===== src/rtl/ccff_bitstream_loader.sv =====
// Controller-side ccff loader: streams configuration words MSB-first onto a ccff chain head.
// Define CCFF_READBACK_EN to add a readback mode that rotates the chain once and returns its contents.
module ccff_bitstream_loader #(
  parameter int DATA_W    = 8,
  parameter int CHAIN_LEN = 40,
  parameter int CNT_W     = $clog2(CHAIN_LEN + 1)
) (
  input  logic              prog_clk,
  input  logic              pReset,
  input  logic              start,
  input  logic [DATA_W-1:0] word_data,
  input  logic              word_valid,
  output logic              word_ready,
  output logic              ccff_head,
  output logic              ccff_shift_en,
  input  logic              ccff_tail,
`ifdef CCFF_READBACK_EN
  input  logic              rb_start,
  output logic [DATA_W-1:0] rb_data,
  output logic              rb_valid,
`endif
  output logic              busy,
  output logic              done
);

  localparam int BC_W = $clog2(DATA_W + 1);
  localparam logic [CNT_W-1:0] LEN = CNT_W'(CHAIN_LEN);

  localparam logic [1:0] IDLE   = 2'd0;
  localparam logic [1:0] LOAD   = 2'd1;
  localparam logic [1:0] FINISH = 2'd2;
`ifdef CCFF_READBACK_EN
  localparam logic [1:0] READBACK = 2'd3;
  localparam logic [CNT_W-1:0] LEN_M1 = CNT_W'(CHAIN_LEN - 1);
`endif

  // Bits of the next word that still belong to the chain; the tail word may be partial.
  function automatic logic [BC_W-1:0] load_bits(input logic [CNT_W-1:0] req);
    int rem;
    rem = CHAIN_LEN - int'(req);
    if (rem > DATA_W) rem = DATA_W;
    return BC_W'(rem);
  endfunction

  logic [1:0]        state;
  logic [DATA_W-1:0] shift_buf;
  logic [BC_W-1:0]   buf_cnt;
  logic [BC_W-1:0]   load_n;
  logic [CNT_W-1:0]  bits_done;
  logic [CNT_W-1:0]  bits_req;
  logic              head_q;
  logic              shift_q;
  logic              shift;
  logic              accept;

`ifdef CCFF_READBACK_EN
  logic [DATA_W-1:0] rb_sr;
  logic [DATA_W-1:0] rb_next;
  logic [BC_W-1:0]   rb_cnt;

  assign rb_next       = {rb_sr[DATA_W-2:0], ccff_tail};
  assign ccff_head     = (state == READBACK) ? ccff_tail : head_q;
  assign ccff_shift_en = (state == READBACK) | shift_q;
`else
  logic unused_tail;

  assign unused_tail   = ccff_tail;
  assign ccff_head     = head_q;
  assign ccff_shift_en = shift_q;
`endif

  assign shift      = (state == LOAD) && (buf_cnt != '0);
  assign word_ready = (state == LOAD) && (bits_req < LEN) &&
                      ((buf_cnt == '0) || ((buf_cnt == BC_W'(1)) && shift));
  assign accept     = word_valid && word_ready;
  assign load_n     = load_bits(bits_req);
  assign busy       = (state != IDLE);
  assign done       = (state == FINISH);

  always_ff @(posedge prog_clk or posedge pReset) begin
    if (pReset) begin
      state     <= IDLE;
      buf_cnt   <= '0;
      bits_done <= '0;
      bits_req  <= '0;
      head_q    <= 1'b0;
      shift_q   <= 1'b0;
`ifdef CCFF_READBACK_EN
      rb_cnt    <= '0;
      rb_data   <= '0;
      rb_valid  <= 1'b0;
`endif
    end else begin
`ifdef CCFF_READBACK_EN
      rb_valid <= 1'b0;
`endif
      case (state)
        IDLE: begin
          shift_q <= 1'b0;
          if (start) begin
            state     <= LOAD;
            bits_done <= '0;
            bits_req  <= '0;
            buf_cnt   <= '0;
          end
`ifdef CCFF_READBACK_EN
          else if (rb_start) begin
            state     <= READBACK;
            bits_done <= '0;
            rb_cnt    <= '0;
          end
`endif
        end
        LOAD: begin
          shift_q <= shift;
          if (shift) begin
            head_q    <= shift_buf[DATA_W-1];
            bits_done <= bits_done + CNT_W'(1);
          end
          // A refill on the last buffered bit overrides the decrement, giving bubble-free words.
          if (accept) begin
            buf_cnt  <= load_n;
            bits_req <= bits_req + CNT_W'(load_n);
          end else if (shift) begin
            buf_cnt <= buf_cnt - BC_W'(1);
          end
          if (bits_done == LEN) state <= FINISH;
        end
        FINISH: begin
          shift_q <= 1'b0;
          state   <= IDLE;
        end
`ifdef CCFF_READBACK_EN
        READBACK: begin
          bits_done <= bits_done + CNT_W'(1);
          if (rb_cnt == BC_W'(DATA_W - 1)) begin
            rb_data  <= rb_next;
            rb_valid <= 1'b1;
            rb_cnt   <= '0;
          end else if (bits_done == LEN_M1) begin
            // Final partial word: left-align the collected bits, zero below.
            rb_data  <= rb_next << (BC_W'(DATA_W - 1) - rb_cnt);
            rb_valid <= 1'b1;
          end else begin
            rb_cnt <= rb_cnt + BC_W'(1);
          end
          if (bits_done == LEN_M1) state <= FINISH;
        end
`endif
        default: state <= IDLE;
      endcase
    end
  end

  always_ff @(posedge prog_clk) begin
    if (state == LOAD) begin
      if (accept)     shift_buf <= word_data;
      else if (shift) shift_buf <= shift_buf << 1;
    end
`ifdef CCFF_READBACK_EN
    if (state == READBACK) rb_sr <= rb_next;
`endif
  end

endmodule


===== config.mk =====
export PLATFORM = sky130hd
export DESIGN_NAME = ccff_bitstream_loader
export DESIGN_NICKNAME = d
export VERILOG_FILES = /design/src/rtl/ccff_bitstream_loader.sv
export SDC_FILE = /design/constraint.sdc
export NUM_CORES = 1
export LEC_CHECK = 0
export CORE_UTILIZATION = 35
export DETAILED_ROUTE_END_ITERATION = 6
export PLACE_DENSITY = 0.61
export SYNTH_ARGS = -nofsm -noshare
export SYNTH_HDL_FRONTEND = slang
export SYNTH_SLANG_ARGS = --single-unit
export TNS_END_PERCENT = 30

===== constraint.sdc =====
create_clock -name prog_clk -period 3.8 [get_ports prog_clk]
set_input_delay 0.57 -clock prog_clk [delete_from_list [all_inputs] [get_ports prog_clk]]
set_output_delay 0.57 -clock prog_clk [all_outputs]
set_load 0.02 [all_outputs]

==> run metrics <==
H-tree levels=1; RSZ-0062 raised after global routing=false; CTS tree=built; Num CTS Buffers=3; GRT met2 Usage=0.2294; Area growth, synth to finish=13.80%; vias in the first global route=1338; share of the synthesized area in the top cell type=0.2817; placer congestion estimate=0.7925; Yosys reg bits=28; post-route setup TNS=0 ns; FP Rows=25; Setup crit end kind=flop; Synth Net Count=222; final wirelength=about 3800 microns; Power Dens Cells=814.4 nW/um^2; GR Overflow Total=0; antenna violations before repair=0; post-CTS setup buffers=0; layout cell share with drive strength beyond 1=0.07143; Leak=0.8647 nW; grt met1 use=0.2299; Max FO, Critical Path=10; global routing's busiest layer=met1; # diodes=0; Synth area leaders=dfrtp_1 (28%), edfxtp_1 (14%), nand2_1 (7.6%); Initial Util=0.3688; Power Total=between 0.0015 and 0.002 W; post_cts resized=0; root buffer cell=clkbuf_8; Crit path arrival time=3.26 ns; most frequent CP cell=a31oi_1; VDD IR max=414.4 uV; post-synthesis cell area=between 1500 and 2000 sq um; met3 usage=0.01646; maxcap violations=0; via/cell ratio=5.184; Yosys warning count=0; cts hold-fix bufs=0; slowest stage delay, CP=around 0.44 ns; clock sink total=28; period utilization=0.8175; die extent in y=73.25 microns; clock-pin slew on the worst setup and hold paths=~0.090 ns; Worst Skew=0.002014 ns; worst-margin pin slew=0.7943 ns; Final Cell Area=slightly above 2000 sq um; largest net degree at the start of global routing=21; status=complete, no violations; TritonRoute pass-1 iters=4; Crit path required time=3.95 ns; total number of vias=between 1000 and 1500; Crit-path slowest cell=fa_1; clk buf depth=2; die footprint=5366 sq um; Antenna Nets Post-Route=0; average cell area after synthesis=8.884 sq um; Final Critical Period=between 3 and 4 ns; Cells after Synth=200; Post-synth ARST share=0.7143; Seq/Total Area, Yosys=0.4169; most frequent cells in the layout=nand2_1 (36), dfrtp_1 (20), clkdlybuf4s50_1 (16); PortBufs=16; area leader, netlist=dfrtp_1; post-route DRC violation count=0; setup violators final=0; crit start category=flop; Placement Cell Area=1977 sq um; DRT iter0 DRCs=129; crit path cell chain=inv_1 > ha_1 > o21ai_0 > or4_1 > a31oi_1 > o21ai_1 > fa_1 > a31oi_1 > a221oi_1 > o311ai_1 > o41ai_1; Chip Width=around 73 microns; Detail Placement HPWL=2641 microns; routed length per instance=13.68 microns; Boundary Pins=18; Fmax=roughly 320 MHz; Max Slew Vio Count=0; count of final hold-check violations=0; Layout Nets=233; Clk Latency, worst-skew pair=between 0.2 and 0.3 ns; Post-synth top flop=dfrtp_1; Crit Path Category=reg -> reg; GRT Util Overall=0.1531; worst rel slew slack=0.4699; Post-synth EDFFs=8; most common cell after layout, fill and taps aside=nand2_1; first-pass GRT wire length=between 6000 and 7000 microns; Netlist cell types=47; Core ar.=4817 sq um; class of the worst hold path=reg -> reg
per-stage QoR:
stage	utilization	setup WS (ns)	std cells	hold slack, ns
floorplan	-	0.8812	200	0.4146
global placement	0.4104	0.7667	273	0.4408
detailed placement	0.4104	0.7226	273	0.4339
CTS	0.4197	0.7079	277	0.4614
global route	0.4197	0.4458	277	0.4929
finish	0.4197	0.6934	277	0.4683
cell usage after synthesis (all sizes together) (3+ instances only):
cell and count:
clkbuf 4, nor2b 3, a21oi 7, inv 11, nor2 15, edfxtp 8, nor3 3, ha 8
dfrtp 20, buf 9, a31oi 6, xor2 5, nand4 4, or2 3, o21ai 13, nand2 36
nand2b 6, nand3 5
logic make-up (layout without fill, tap and decap cells):
kind of cell | Yosys count | count (layout) | share of synthesized area
DFF | 28 | 28 | 0.4169
xor gates and xnor gates | 5 | 5 | 0.02465
buffers and inverters | 24 | 34 | 0.06056
muxes | 1 | 1 | 0.005634
and+or+nand+nor | 89 | 89 | 0.2493
AOI/OAI and AO/OA | 44 | 44 | 0.1754
adders and majority gates | 9 | 9 | 0.06761
path summary, 6_finish.rpt:
check	start	endpoint	slack, ns	cells after the start
max	bits_req[1]	bits_req[4]	0.69	11
min	shift_buf[7]	ccff_head	0.47	2
max reg2reg	bits_req[1]	bits_req[4]	0.69	11
min reg2reg	shift_buf[7]	ccff_head	0.47	2
max in group asynchronous	pReset	bits_req[1]	2.56	2
min in group asynchronous	pReset	state[0]	0.74	2
state kept, by name (all words and copies together) (netlist names):
name and count:
bits_done 6, buf_cnt 4, ccff_head 1, state 2
bits_req 6, ccff_shift_en 1, shift_buf 8
cell type report:
| cell class | count | area (sq um) |
|---|---|---|
| Fill cell | 500 | 2795 |
| Timing Repair Buffer | 19 | 182.7 |
| Sequential cell | 28 | 740.7 |
| Clock buffer | 4 | 45.04 |
| Tap cell | 67 | 83.83 |
| Multi-Input combinational cell | 148 | 928.4 |
| Inverter | 11 | 41.29 |
where the power goes:
| part | switching (W) | total, W | internal (W) | leakage (nW) |
|---|---|---|---|---|
| Combinational | 0.000485 | 0.000856 | 0.000370 | 0.509 |
| Clock | 0.0000878 | 0.000163 | 0.0000752 | 0.0228 |
| Sequential | 0.000156 | 0.000628 | 0.000472 | 0.333 |
worst max-delay path, delay by kind of cell, from the launching register on:
family / cells / cell delay, ns
AO/OA/AOI/OAI: 7 / 1.21
adder cells (fa/ha/maj): 2 / 0.83
AND/OR/NAND/NOR: 1 / 0.42
flip-flops: 1 / 0.38
buffers and inverters: 1 / 0.13
per-layer routing:
metal  wire length, microns  up-vias
met3                    117        5
met2                   1655       33
met1                   1971      668
met4                     42        0
met5                      0        -
li1                       -      730
No activity file was read; power rests on OpenSTA's default activity.
